`src/rtl/stack_lifo_if.sv`:
```
// Handshake and status bundle for the stack_lifo LIFO: request/data from the
// master side, registered top-of-stack and status back from the stack.
interface stack_lifo_if #(
    parameter int WIDTH = 8,
    parameter int DEPTH = 16
);
    localparam int CW = $clog2(DEPTH + 1);

    logic             push;
    logic             pop;
    logic             clear;
    logic [WIDTH-1:0] data_in;
    logic [WIDTH-1:0] data_out;
    logic [CW-1:0]    count;
    logic             full;
    logic             empty;
    logic             almost_full;
    logic             overflow;
    logic             underflow;

    modport master (
        output push, pop, clear, data_in,
        input  data_out, count, full, empty, almost_full, overflow, underflow
    );

    modport slave (
        input  push, pop, clear, data_in,
        output data_out, count, full, empty, almost_full, overflow, underflow
    );
endinterface

```
`src/rtl/stack_lifo.sv`:
```
// Parametrised LIFO with a registered top-of-stack, occupancy count,
// almost-full threshold and sticky overflow/underflow flags.
module stack_lifo #(
    parameter int WIDTH    = 8,
    parameter int DEPTH    = 16,
    parameter int AF_LEVEL = DEPTH - 2
) (
    input logic        clk,
    input logic        rst_n,
    stack_lifo_if.slave bus
);
    localparam int CW = $clog2(DEPTH + 1);
    localparam int IW = $clog2(DEPTH);
    localparam logic [CW-1:0] DEPTH_C = CW'(DEPTH);
    localparam logic [CW-1:0] AF_C    = CW'(AF_LEVEL);

    logic [WIDTH-1:0] mem [DEPTH];

    logic [CW-1:0]    count_p0, count_d;
    logic [WIDTH-1:0] top_p0, top_d;
    logic             ovf_p0, ovf_d;
    logic             udf_p0, udf_d;
    logic             wr_en;
    logic [IW-1:0]    wr_idx;

    function automatic logic [CW-1:0] sat_inc(input logic [CW-1:0] c);
        return (c == DEPTH_C) ? c : c + 1'b1;
    endfunction

    function automatic logic [CW-1:0] sat_dec(input logic [CW-1:0] c);
        return (c == '0) ? c : c - 1'b1;
    endfunction

    // Operation decode: clear > replace > push > pop > hold
    always_comb begin
        count_d = count_p0;
        top_d   = top_p0;
        ovf_d   = ovf_p0;
        udf_d   = udf_p0;
        wr_en   = 1'b0;
        wr_idx  = '0;
        if (bus.clear) begin
            count_d = '0;
            top_d   = '0;
            ovf_d   = 1'b0;
            udf_d   = 1'b0;
        end else if (bus.push && bus.pop && count_p0 != '0) begin
            wr_en  = 1'b1;
            wr_idx = IW'(count_p0 - 1'b1);
            top_d  = bus.data_in;
        end else if (bus.push) begin
            if (count_p0 == DEPTH_C) begin
                ovf_d = 1'b1;
            end else begin
                wr_en   = 1'b1;
                wr_idx  = IW'(count_p0);
                count_d = sat_inc(count_p0);
                top_d   = bus.data_in;
            end
        end else if (bus.pop) begin
            if (count_p0 == '0) begin
                udf_d = 1'b1;
            end else begin
                count_d = sat_dec(count_p0);
                // the entry below the current top becomes the new top
                top_d   = (count_p0 > CW'(1)) ? mem[IW'(count_p0 - CW'(2))] : '0;
            end
        end
    end

    // Stage p0: storage array carries no reset
    always_ff @(posedge clk) begin
        if (wr_en) mem[wr_idx] <= bus.data_in;
    end

    always_ff @(posedge clk or negedge rst_n) begin
        if (!rst_n) begin
            count_p0 <= '0;
            top_p0   <= '0;
            ovf_p0   <= 1'b0;
            udf_p0   <= 1'b0;
        end else begin
            count_p0 <= count_d;
            top_p0   <= top_d;
            ovf_p0   <= ovf_d;
            udf_p0   <= udf_d;
        end
    end

    assign bus.data_out    = top_p0;
    assign bus.count       = count_p0;
    assign bus.full        = (count_p0 == DEPTH_C);
    assign bus.empty       = (count_p0 == '0);
    assign bus.almost_full = (count_p0 >= AF_C);
    assign bus.overflow    = ovf_p0;
    assign bus.underflow   = udf_p0;
endmodule

```
`src/flat_wrapper.sv`:
```
// flat-port wrapper written by rule: the top's interface ports become plain ports
module stack_lifo_flat 
#(
    parameter int WIDTH    = 8,
    parameter int DEPTH    = 16,
    parameter int AF_LEVEL = DEPTH - 2
)
  (clk, rst_n, bus_push, bus_pop, bus_clear, bus_data_in, bus_data_out, bus_count, bus_full, bus_empty, bus_almost_full, bus_overflow, bus_underflow);
  stack_lifo_if #(.WIDTH(WIDTH), .DEPTH(DEPTH)) bus_i ();
  input logic clk;
  input logic rst_n;
  input wire logic [$bits(bus_i.push)-1:0] bus_push;
  input wire logic [$bits(bus_i.pop)-1:0] bus_pop;
  input wire logic [$bits(bus_i.clear)-1:0] bus_clear;
  input wire logic [$bits(bus_i.data_in)-1:0] bus_data_in;
  output wire logic [$bits(bus_i.data_out)-1:0] bus_data_out;
  output wire logic [$bits(bus_i.count)-1:0] bus_count;
  output wire logic [$bits(bus_i.full)-1:0] bus_full;
  output wire logic [$bits(bus_i.empty)-1:0] bus_empty;
  output wire logic [$bits(bus_i.almost_full)-1:0] bus_almost_full;
  output wire logic [$bits(bus_i.overflow)-1:0] bus_overflow;
  output wire logic [$bits(bus_i.underflow)-1:0] bus_underflow;
  assign bus_i.push = bus_push;
  assign bus_i.pop = bus_pop;
  assign bus_i.clear = bus_clear;
  assign bus_i.data_in = bus_data_in;
  assign bus_data_out = bus_i.data_out;
  assign bus_count = bus_i.count;
  assign bus_full = bus_i.full;
  assign bus_empty = bus_i.empty;
  assign bus_almost_full = bus_i.almost_full;
  assign bus_overflow = bus_i.overflow;
  assign bus_underflow = bus_i.underflow;
  stack_lifo #(.WIDTH(WIDTH), .DEPTH(DEPTH), .AF_LEVEL(AF_LEVEL)) u_core (.clk(clk), .rst_n(rst_n), .bus(bus_i));
endmodule
```
`config.mk`:
```
export PLATFORM = sky130hd
export DESIGN_NAME = stack_lifo_flat
export DESIGN_NICKNAME = d
export VERILOG_FILES = /design/src/rtl/stack_lifo_if.sv /design/src/rtl/stack_lifo.sv /design/src/flat_wrapper.sv
export SDC_FILE = /design/constraint.sdc
export NUM_CORES = 1
export LEC_CHECK = 0
export ABC_AREA = 0
export BUFFER_PORTS_ARGS = -buffer_cell sky130_fd_sc_hd__buf_4
export CAP_MARGIN = 20
export CORE_MARGIN = 2
export CORE_UTILIZATION = 35
export CTS_CLUSTER_DIAMETER = 30
export DETAILED_ROUTE_END_ITERATION = 7
export MAX_ROUTING_LAYER = met4
export SLEW_MARGIN = 40
export SYNTH_ARGS = -nofsm -noshare
export SYNTH_HDL_FRONTEND = slang
export SYNTH_SLANG_ARGS = --single-unit
```
`constraint.sdc`:
```
create_clock -name clk -period 4.65 [get_ports clk]
set_clock_uncertainty 0.15 [all_clocks]
set_input_delay 0.6975 -clock clk [delete_from_list [all_inputs] [get_ports clk]]
set_output_delay 0.6975 -clock clk [all_outputs]
set_load 0.05 [all_outputs]
```
* After elaboration in Yosys (flattened, before gate mapping)
Memory sizes are Yosys's and may differ from the RTL's.
Cells that the tools add are included.
** Cells by class
- Eq/ne operators :: 7
- Multiplexer cells :: 32
- Reduce and logical (&&, ||, !) cells :: 14
- Add/sub/neg operators :: 3
- Magnitude comparators :: 2
** Operators with widths (number)
- 8-bit 2-to-1 mux :: 7
- 5-bit 2-to-1 mux :: 6
- 4-bit 2-to-1 mux :: 4
- 1-bit 2-to-1 mux :: 15
- 4-bit by 3-bit != test with 1-bit output (second input constant) :: 2
- 4-bit AND reduction :: 2
- 2-bit nonzero test :: 4
- 3-bit != test (second input constant) :: 2
- 3-bit AND reduction :: 2
- 5-bit by 1-bit adder with 5-bit output (second input constant) :: 1
- 5-bit == test (second input constant) :: 1
- 5-bit by 4-bit >= comparator with 1-bit output (second input constant) :: 1
- 5-bit by 1-bit greater-than comparator with 1-bit output (second input constant) :: 1
- 5-bit logical NOT :: 1
- 5-bit nonzero test :: 1
- 5-bit by 1-bit subtractor with 5-bit output (second input constant) :: 1
- 4-bit nonzero test :: 1
- 4-bit by 2-bit subtractor with 4-bit output (second input constant) :: 1
- 3-bit nonzero test :: 1
- 1-bit logical AND :: 2
- 2-bit by 1-bit != test with 1-bit output (second input constant) :: 1
- 2-bit != test (second input constant) :: 1
** Word-level totals
- Memories kept :: 1
- Word-level logic and storage cells :: 63
- Bits in writable memories :: 128
- Input port bits :: 13
- Flip-flop bits (word level) :: 15
** Memories
- u_core.mem :: words 16, bits a word 8, rd ports 1, clocked after Yosys merged registers in 0, write ports 1, line stack_lifo.sv:17 : logic [WIDTH-1:0] mem [DEPTH];

* Depth between registers and ports, before layout
Gate-level depths: netlist of run 1.
An unclocked memory read counts as a cell.
- Depth after elaboration :: 8
- Depth in mapped cells :: 10

* Least setup slack after synthesis of run 1
OpenSTA, ideal clock, no wires.
- Kind :: register to register
- From :: reg u_core.count_p0[0] (netlist: u_core.bus.count[0])
- To :: mem u_core.mem[12][0], enable pin
- Setup slack :: 0.996 ns
- Cell stages (with the launch flop) :: 10
- Arrival :: 3.121 ns
- Period minus slack after synthesis :: 3.654 ns
- Buffers on the path :: 2
- Library setup time :: 0.383 ns
- Required time :: 4.117 ns
- Cell sequence :: dfrtp_1 -> clkbuf_1 -> buf_2 -> inv_2 -> ha_1 -> or4b_4 -> nand3_2 -> or3b_1 -> a221o_1 -> nor3_1
** On the way
- Word-level cells in the longest chain between the ends :: 7
- Elaborated cells between the ends (all ways) :: 14
- Classes of those cells :: add/sub (1); eq/ne (1); mux (10); reduce/logical (2)
** Ends and longest elaborated chain
- start: declaration :: line stack_lifo.sv:19 : logic [CW-1:0] count_p0, count_d;
- start signal: assignment :: line stack_lifo.sv:83 : count_p0 <= count_d;
- 5-bit == test :: line stack_lifo.sv:52 : if (count_p0 == DEPTH_C) begin
- 1-bit 2-to-1 mux :: line stack_lifo.sv:52
- 1-bit 2-to-1 mux :: line stack_lifo.sv:51 : end else if (bus.push) begin
- 1-bit 2-to-1 mux :: line stack_lifo.sv:47 : end else if (bus.push && bus.pop && count_p0 != '0) begin
- 1-bit 2-to-1 mux :: line stack_lifo.sv:42 : if (bus.clear) begin
- 1-bit 2-to-1 mux :: line stack_lifo.sv:73 : if (wr_en) mem[wr_idx] <= bus.data_in;
- 1-bit 2-to-1 mux (implied by the code) :: line stack_lifo.sv:73
- end: declaration :: line stack_lifo.sv:17
Several ways; a longest one is shown, not always the timed one.

* Worst setup path in the final report of run 1
- From :: reg u_core.count_p0[1] (netlist: u_core.bus.count[1])
- To :: mem u_core.mem[6][2], enable pin
Same word-level chain as after synthesis.

==> results.sh, run 1 <==
export IMPL_status="completed"
export IMPL_seqPwrFrac_pct=32.9
export IMPL_postRouteAntennaNets=0
export IMPL_swShare_pct=34.7
export IMPL_rr_startpoint="u_core.bus.count[1]$_DFFE_PN0P_"
export IMPL_cts_setup_buffers=0
export IMPL_gp_congestion=0.898
export IMPL_viasPerCell=5.30
export IMPL_top_layer="met4"
export IMPL_grt_pass1_vias=3448
export IMPL_synth_seq_cells=143
export IMPL_fmax_mhz=325
export IMPL_grt_max_degree=44
export IMPL_yosysSeqAreaShare_pct=69.3
export IMPL_power_leakage_nw=2.49
export IMPL_hold_viol_final=0
export IMPL_io_pins=31
export IMPL_combPwrFrac_pct=37.7
export IMPL_setup_viol=0
export IMPL_dpl_hpwl_um=8580
export IMPL_ys_warn_count=0
export IMPL_drv_slew=0
export IMPL_coreArea_sq_um=17200
export IMPL_synth_edff_count=128
export IMPL_antenna_found_initial=0
export IMPL_synthFlopType="edfxtp_1"
export IMPL_die_height_um=136
export IMPL_grt_usage_pct=16.2
export IMPL_wl_met1_um=5820
export IMPL_clkTransAtPathRegs_ps=60
export IMPL_cp_end_kind="flip-flop"
export IMPL_crit_type="reg -> reg"
export IMPL_route_detailed_drc=0
export IMPL_worstPathMaxFanout=8
export IMPL_synthesis_instances=348
export IMPL_required_ps=4540
export IMPL_tightest_slew_ps=845
export IMPL_p_clk_share_pct=29.3
export IMPL_synth_cell_types=46
export IMPL_placed_cell_area_sq_um=6610
export IMPL_cts_buffers=17
export IMPL_p_int_mw=3.13
export IMPL_drv_cap=0
export IMPL_cts_resized_gates=0
export IMPL_cts_tree="done"
export IMPL_timing_hold_ws_ps=353
export IMPL_timing_rr_end="u_core.mem[6][2]$_DFFE_PP_"
export IMPL_fin_crit_ps=3080
export IMPL_syn_area_sq_um=6090
export IMPL_syn_to_final_growth_pct=19.4
export IMPL_num_vias=3344
export IMPL_clk_latency_ps=420
export IMPL_finalSetupTns_ps=0
export IMPL_holdPathStages=2
export IMPL_insertedDiodeCount=0
export IMPL_avgSynthCellArea_sq_um=17.5
export IMPL_port_buffers=30
export IMPL_power_switching_mw=1.66
export IMPL_fp_dieW_um=136
export IMPL_worst_setup_path_start_kind="flip-flop"
export IMPL_hold_start="u_core.bus.underflow$_DFFE_PN0P_"
export IMPL_async_reset_ff_share_pct=10.5
export IMPL_rr_worst_depth=7
export IMPL_yosys_top_cells_area="edfxtp_1 (63%), mux4_2 (12%), dfrtp_1 (6.2%), ha_1 (1.6%), mux2i_1 (1.6%)"
export IMPL_drt_iter0_drc=293
export IMPL_met2_length_um=6590
export IMPL_hp_class="reg -> reg"
export IMPL_clock_root_buffer="clkbuf_16"
export IMPL_clockBufferDepth=2
export IMPL_dr_wl_met3_um=806
export IMPL_htreeDepth=4
export IMPL_dr_pass1_iters=5
export IMPL_fin_nets=414
export IMPL_whs_endpoint="u_core.bus.underflow$_DFFE_PN0P_"
export IMPL_yosysTopAreaCell="edfxtp_1"
export IMPL_finalInstanceArea_sq_um=7270
export IMPL_drt_wirelength_per_cell_um=21.2
export IMPL_drive_gt1_share_pct=30.5
export IMPL_slew_headroom_pct=43.4
export IMPL_r2r_setup_slack_ps=1570
export IMPL_powerDensity_nw_per_um2=660
export IMPL_dieArea_sq_um=18500
export IMPL_synth_top_cell_area_share_pct=63.1
export IMPL_clock_sinks=143
export IMPL_wl_um=13400
export IMPL_start_util_pct=35.4
export IMPL_synth_nets=369
export IMPL_max_vdd_ir_drop_v=0.000309
export IMPL_rows=48
export IMPL_period_share_pct=66.2
export IMPL_grt_remaining_overflow=0
export IMPL_grt_pass1_wl_um=20800
export IMPL_cp_arrival_ps=2970
export IMPL_grt_setup_unrepaired="false"
[metrics by stage]
step | setup slack (ps) | power, mW | instances | utilization [%]
floorplan | 996 | 2.92 | 348 | -
global placement | 1630 | 3.38 | 597 | 38.4
detailed placement | 1580 | 3.40 | 597 | 38.5
CTS | 1570 | 4.82 | 630 | 42.1
global route | 1400 | 5.02 | 631 | 42.3
finish | 1570 | 4.80 | 631 | 42.3
[layer usage]
metal	GRT usage, %	vias up
met5	-	-
met4	5.90	0
met3	4.03	6
met2	24.6	110
met1	21.3	1748
li1	-	1480
[final cells by class]
type                            instances  area, sq um
Fill cell                            1543         9910
Sequential cell                       143         4220
Multi-Input combinational cell        181         1780
Clock buffer                           17          425
Timing Repair Buffer                   43          338
Tap cell                              225          282
Clock inverter                         15          191
Inverter                                7         26.3
[placed cells by master (no fill, tap or decap), types with 3 or more instances in the layout]
cell type and instances:
nor2_1 21, nor2_2 3, bufinv_16 4, o21ai_1 3, a21o_1 5, nand2_1 13
o211ai_1 9, o21ai_0 12, clkinvlp_4 3, xnor2_1 4, a2bb2oi_1 8, edfxtp_1 128
mux2i_1 10, mux2_2 8, nor3_1 10, clkinv_2 3, clkbuf_16 17, buf_4 41
dfrtp_1 14, inv_1 5, mux4_2 32, a21oi_1 6, ha_1 8
[flip-flops by register name, indices dropped and copies added, names as in the netlist]
name,count
u_core.bus.underflow,1
u_core.mem,128
u_core.bus.count,5
u_core.bus.data_out,8
u_core.bus.overflow,1
[cells by family after synthesis]
group,share of synthesized area (%)
compound gates,6.10
xor+xnor,1.25
simple gates,4.97
flops,69.3
fa+ha+maj,1.64
mux,15.0
buf+inv,1.77
[power groups by stage]
| stage | clock network (mW) | registers, mW | logic (mW) |
|---|---|---|---|
| 5_1_grt | 1.49 | 1.59 | 1.94 |
| 2_1_floorplan | 0 | 1.75 | 1.17 |
| 4_1_cts | 1.43 | 1.58 | 1.80 |
| 3_5_place_dp | 0 | 1.61 | 1.79 |
| 3_3_place_gp | 0 | 1.60 | 1.78 |
| 6_report | 1.41 | 1.58 | 1.81 |
[worst max-delay path, cell delays in order (launching register included)]
cell and delay (ps):
dfrtp_1 370, inv_1 180, ha_1 240, or4b_4 510, nand3_2 130, xor2_2 230
nand3_1 190, nor2_1 700
[synthesized netlist by cell type, drive strengths merged, types with 2 or more instances]
cell type,number
a211oi,2
a21o,5
a21oi,6
a2bb2oi,8
buf,10
clkbuf,7
dfrtp,15
edfxtp,128
ha,8
inv,7
mux2,8
mux2i,10
mux4,32
nand2,13
nand2b,2
nand3,3
nor2,24
nor3,10
o211ai,9
o21ai,15
or3b,2
xnor2,4
xor2,3
[timing repair]
| action | CTS | global route |
|---|---|---|
| hold buffers | 1 | 0 |
| endpoints found under the hold margin | 15 | 0 |
| setup endpoints to repair | 0 | 0 |
[how the worst max path moves through the flow]
stage          slack [ps]                     endpoint  cells past startpoint                             from
2_1_floorplan        1000  u_core.mem[12][0]$_DFFE_PP_                      9  u_core.bus.count[0]$_DFFE_PN0P_
6_report             1570   u_core.mem[6][2]$_DFFE_PP_                      7  u_core.bus.count[1]$_DFFE_PN0P_
4_1_cts              1570   u_core.mem[7][7]$_DFFE_PP_                      7  u_core.bus.count[1]$_DFFE_PN0P_
3_5_place_dp         1580   u_core.mem[7][3]$_DFFE_PP_                      7  u_core.bus.count[1]$_DFFE_PN0P_
3_3_place_gp         1630   u_core.mem[5][6]$_DFFE_PP_                      7  u_core.bus.count[1]$_DFFE_PN0P_
5_1_grt              1400  u_core.mem[11][1]$_DFFE_PP_                      7  u_core.bus.count[2]$_DFFE_PN0P_
No activity file was read; power rests on OpenSTA's default activity.
==> inputs of run 2 (changes only) <==
Clock period 4.65 ns to 2.7 ns, I/O delays scaled along.
==> results.sh, run 2 (synthesis gave the netlist of run 1 again) <==
export IMPL_status="completed"
export IMPL_timing_rr_end="u_core.mem[13][2]$_DFFE_PP_"
export IMPL_grt_pass1_vias=3548
export IMPL_final_common_cell="edfxtp_1"
export IMPL_instances_no_fill=653
export IMPL_rr_startpoint="u_core.bus.count[2]$_DFFE_PN0P_"
export IMPL_critical_path_top_delay_family="simple AND/OR/NAND/NOR gates"
export IMPL_drv_slew=0
export IMPL_clockBufferDepth=2
export IMPL_antenna_found_initial=0
export IMPL_insertedDiodeCount=0
export IMPL_max_stage_delay_ps=450
export IMPL_holdPathStages=2
export IMPL_drt_wirelength_per_cell_um=21.2
export IMPL_cp_arrival_ps=2630
export IMPL_fp_dieW_um=136
export IMPL_finalInstanceArea_sq_um=7750
export IMPL_htreeDepth=4
export IMPL_powerDensity_nw_per_um2=1120
export IMPL_dieArea_sq_um=18500
export IMPL_worstPathMaxFanout=8
export IMPL_dr_pass1_iters=4
export IMPL_port_buffers=30
export IMPL_crit_path_cell_trace="inv_1 > ha_4 > a21boi_4 > nand3_4 > or3b_1 > a221o_2 > nor3_4 > buf_12"
export IMPL_layout_common_cells="edfxtp_1 (128), buf_4 (55), mux4_2 (32)"
export IMPL_crit_buf_inv=2
export IMPL_fin_nets=436
export IMPL_period_share_pct=98.5
export IMPL_fmax_mhz=376
export IMPL_rows=48
export IMPL_clock_sinks=143
export IMPL_whs_endpoint="u_core.bus.count[2]$_DFFE_PN0P_"
export IMPL_total_power_mw=8.69
export IMPL_slew_headroom_pct=60.8
export IMPL_hold_start="bus_clear"
export IMPL_power_leakage_nw=2.67
export IMPL_hold_viol_final=0
export IMPL_clock_root_buffer="clkbuf_16"
export IMPL_post_route_util_pct=45.1
export IMPL_setup_viol=0
export IMPL_gp_congestion=0.879
export IMPL_grt_max_degree=40
export IMPL_max_vdd_ir_drop_v=0.000597
export IMPL_required_ps=2670
export IMPL_io_pins=31
export IMPL_dp_cells=619
export IMPL_finalWorstSetupSlack_ps=40.4
export IMPL_cts_buffers=17
export IMPL_largest_register="u_core.mem"
export IMPL_drv_cap=0
export IMPL_grt_setup_unrepaired="true"
export IMPL_clkTransAtPathRegs_ps=60
export IMPL_drt_iter0_drc=267
export IMPL_tightest_slew_ps=588
export IMPL_finalSetupTns_ps=0
export IMPL_r2r_setup_slack_ps=40
export IMPL_num_vias=3393
export IMPL_place_ws_ps=12.3
export IMPL_viasPerCell=5.20
export IMPL_coreArea_sq_um=17200
export IMPL_rr_worst_depth=8
export IMPL_grt_remaining_overflow=0
export IMPL_grt_pass1_wl_um=21200
export IMPL_dpl_hpwl_um=8980
export IMPL_start_util_pct=35.4
export IMPL_fin_crit_ps=2660
export IMPL_cts_tree="done"
export IMPL_wl_um=13800
export IMPL_die_height_um=136
export IMPL_crit_type="reg -> reg"
export IMPL_route_detailed_drc=0
export IMPL_postRouteAntennaNets=0
export IMPL_clk_latency_ps=410
export IMPL_worst_setup_path_start_kind="flip-flop"
export IMPL_placed_cell_area_sq_um=7130
export IMPL_timing_hold_ws_ps=93.5
export IMPL_slowest_stage="a221o_2"
export IMPL_hp_class="in -> reg"
export IMPL_syn_to_final_growth_pct=27.3
export IMPL_grt_usage_pct=16.6
export IMPL_drive_gt1_share_pct=40.4
export IMPL_cp_end_kind="flip-flop"
export IMPL_largest_register_ffs=128
[run 2: cell types whose count changed in the layout (fill, tap and decap cells not counted), moves of 3 or more]
cell      previous run  this run
nor3_4               0         8
nor3_1              10         2
nor2_4               0         8
buf_12               1         9
nor2_1              21        16
buf_4               41        55
clkbuf_1             0         5
nor2_2               3         0
[run 2: report_power, final]
| group | switching, mW | internal [mW] | leakage (nW) |
|---|---|---|---|
| combinational | 2.21 | 1.58 | 1.05 |
| sequential | 0.0884 | 2.60 | 1.34 |
| clock | 0.855 | 1.36 | 0.270 |
[run 2: layer usage]
layer	vias up	global-route usage [%]	wire length [um]
li1	1532	-	-
met5	-	-	0
met1	1766	20.5	5960
met2	84	26.5	7060
met4	0	5.79	163
met3	11	4.51	644
[run 2: cell type report]
type	count	area (sq um)
Clock inverter	10	119
Inverter	7	40.0
Tap cell	225	282
Multi-Input combinational cell	181	2040
Fill cell	1510	9430
Clock buffer	22	444
Sequential cell	143	4220
Timing Repair Buffer	65	603
[run 2: worst max path at each step]
| stage | start | to | slack [ps] | cells after the start |
|---|---|---|---|---|
| final | u_core.bus.count[2]$_DFFE_PN0P_ | u_core.mem[13][2]$_DFFE_PP_ | 40 | 8 |
| after global routing | u_core.bus.count[1]$_DFFE_PN0P_ | u_core.mem[12][5]$_DFFE_PP_ | -30 | 8 |
| after CTS | u_core.bus.count[1]$_DFFE_PN0P_ | u_core.mem[13][2]$_DFFE_PP_ | 9 | 8 |
| after detailed placement | u_core.bus.count[1]$_DFFE_PN0P_ | u_core.mem[13][6]$_DFFE_PP_ | 10 | 8 |
| after global placement | u_core.bus.count[1]$_DFFE_PN0P_ | u_core.mem[13][7]$_DFFE_PP_ | 70 | 8 |
| after floorplan | u_core.bus.count[0]$_DFFE_PN0P_ | u_core.mem[12][0]$_DFFE_PP_ | -350 | 9 |
[run 2: what timing repair did]
item | 4_1_cts | 5_1_grt
endpoints found under the setup margin | 8 | 64
hold buffers | 1 | 0
gates resized for setup | 1 | 8
pin swaps | 0 | 4
endpoints found under the hold margin | 15 | 0
setup buffers | 0 | 1
==> inputs of run 3 (changes only) <==
Settings changed: BUFFER_PORTS_ARGS -buffer_cell sky130_fd_sc_hd__buf_4 to -buffer_cell sky130_fd_sc_hd__buf_2.
==> results.sh, run 3 (synthesis gave the netlist of run 1 again) <==
export IMPL_slowest_stage="a221o_2"
export IMPL_fp_dieW_um=136
export IMPL_drt_iter0_drc=238
export IMPL_wl_um=14200
export IMPL_coreArea_sq_um=17200
export IMPL_status="completed"
export IMPL_power_switching_mw=3.16
export IMPL_final_common_cell="edfxtp_1"
export IMPL_cts_tree="done"
export IMPL_route_detailed_drc=0
export IMPL_start_util_pct=35.4
export IMPL_grt_pass1_vias=3453
export IMPL_cp_end_kind="flip-flop"
export IMPL_slew_headroom_pct=60.0
export IMPL_fin_nets=437
export IMPL_worstPathMaxFanout=8
export IMPL_cts_buffers=17
export IMPL_dp_cells=620
export IMPL_dr_pass1_iters=5
export IMPL_swShare_pct=36.8
export IMPL_clockBufferDepth=2
export IMPL_clock_sinks=143
export IMPL_setup_viol=0
export IMPL_port_buffers=30
export IMPL_drv_cap=0
export IMPL_fillerInstances=1505
export IMPL_antenna_found_initial=0
export IMPL_crit_type="reg -> reg"
export IMPL_clock_root_buffer="clkbuf_16"
export IMPL_dieArea_sq_um=18500
export IMPL_largest_register="u_core.mem"
export IMPL_hp_class="in -> reg"
export IMPL_cp_arrival_ps=2640
export IMPL_hold_viol_final=0
export IMPL_htreeDepth=4
export IMPL_max_vdd_ir_drop_v=0.000639
export IMPL_rr_worst_depth=8
export IMPL_whs_endpoint="u_core.bus.count[4]$_DFFE_PN0P_"
export IMPL_gp_congestion=0.825
export IMPL_clk_latency_ps=420
export IMPL_grt_usage_pct=16.9
export IMPL_num_vias=3415
export IMPL_syn_to_final_growth_pct=25.9
export IMPL_dr_wl_met3_um=829
export IMPL_worst_setup_path_start_kind="flip-flop"
export IMPL_r2r_setup_slack_ps=50
export IMPL_max_stage_delay_ps=470
export IMPL_period_share_pct=98.3
export IMPL_power_leakage_nw=2.65
export IMPL_rr_startpoint="u_core.bus.count[1]$_DFFE_PN0P_"
export IMPL_largest_register_ffs=128
export IMPL_grt_setup_unrepaired="true"
export IMPL_drive_gt1_share_pct=40.9
export IMPL_place_ws_ps=-6.95
export IMPL_layout_common_cells="edfxtp_1 (128), mux4_2 (32), buf_2 (30)"
export IMPL_required_ps=2680
export IMPL_drt_wirelength_per_cell_um=21.7
export IMPL_clkTransAtPathRegs_ps=60
export IMPL_hold_start="bus_clear"
export IMPL_finalWorstSetupSlack_ps=46.7
export IMPL_instances_no_fill=653
export IMPL_top_layer="met4"
export IMPL_grt_remaining_overflow=0
export IMPL_grt_max_degree=40
export IMPL_grt_pass1_wl_um=21400
export IMPL_timing_rr_end="u_core.mem[8][6]$_DFFE_PP_"
export IMPL_met2_length_um=7070
export IMPL_p_int_mw=5.43
export IMPL_post_route_util_pct=44.6
export IMPL_holdPathStages=2
export IMPL_p_clk_share_pct=26.2
export IMPL_rows=48
export IMPL_die_height_um=136
export IMPL_drv_slew=0
export IMPL_viasPerCell=5.23
export IMPL_io_pins=31
export IMPL_postRouteAntennaNets=0
export IMPL_fmax_mhz=377
export IMPL_crit_path_cell_trace="inv_4 > ha_2 > a21boi_4 > nand3_4 > or3b_1 > a221o_2 > nor3_4 > buf_12"
export IMPL_wl_met1_um=6030
export IMPL_tightest_slew_ps=600
export IMPL_total_power_mw=8.59
export IMPL_insertedDiodeCount=0
export IMPL_powerDensity_nw_per_um2=1120
export IMPL_dpl_hpwl_um=9130
export IMPL_seqPwrFrac_pct=31.2
export IMPL_fin_crit_ps=2650
export IMPL_combPwrFrac_pct=42.6
==> run 3: changes by cell type in the layout (fill, tap and decap cells not counted), moves of 2 or more <==
cell	change
buf_4	-31
buf_2	+30
clkbuf_1	-4
buf_6	+2
inv_6	+2
==> run 3: how the worst max path moves through the flow <==
stage | start | to | slack, ps | cells after the start
6_report | u_core.bus.count[1]$_DFFE_PN0P_ | u_core.mem[8][6]$_DFFE_PP_ | 50 | 8
3_3_place_gp | u_core.bus.count[1]$_DFFE_PN0P_ | u_core.mem[12][3]$_DFFE_PP_ | 60 | 8
5_1_grt | u_core.bus.count[1]$_DFFE_PN0P_ | u_core.mem[12][5]$_DFFE_PP_ | -30 | 8
2_1_floorplan | u_core.bus.count[0]$_DFFE_PN0P_ | u_core.mem[12][0]$_DFFE_PP_ | -350 | 9
4_1_cts | u_core.bus.count[1]$_DFFE_PN0P_ | u_core.mem[12][0]$_DFFE_PP_ | 8 | 8
3_5_place_dp | u_core.bus.count[1]$_DFFE_PN0P_ | u_core.mem[12][2]$_DFFE_PP_ | -7 | 8
==> run 3: layout make-up <==
class                   instances  area (sq um)  share of cell area, %
clock buffers                  18           429                   5.60
clock inverters                13           139                   1.81
inverters                       7          37.5                  0.490
multi-input cells             181          2010                   26.3
flip-flops and latches        143          4220                   55.1
repair buffers                 66           543                   7.08
well taps                     225           282                   3.67
==> run 3: per-stage QoR <==
stage / area, sq um / hold WS (ps) / TNS (ps)
after floorplan: 6360 / -40.6 / -29180
after detailed placement: 7060 / 211 / -54.1
after CTS: 7640 / 168 / 0
after global placement: 7060 / 213 / 0
final: 7670 / 177 / 0
after global routing: 7670 / 188 / -970
==> run 3: per-layer routing <==
metal,vias up,GRT usage [%]
li1,1535,-
met1,1756,21.1
met2,105,26.3
met3,19,5.00
met4,0,6.31
met5,-,-
==> run 3: critical path, delay by kind of cell, from the launching register on <==
kind            cells  cell delay, ps
fa+ha+maj           1             190
compound gates      2             680
buf+inv             2             250
flops               1             420
simple gates        3             670
==> run 3: timing repair <==
item / in CTS / in global routing
endpoints found under the setup margin: 8 / 66
buffers inserted: 0 / 1
gates resized for setup: 1 / 5
endpoints found under the hold margin: 15 / 0
hold buffers: 1 / 0
pin swaps: 0 / 5
==> run 3: power groups by stage <==
stage	combinational (mW)	clock, mW	sequential, mW
after global placement	3.61	0	2.72
after detailed placement	3.64	0	2.72
final	3.66	2.26	2.68
after global routing	3.92	2.40	2.70
after CTS	3.65	2.29	2.68
after floorplan	2.34	0	3.03
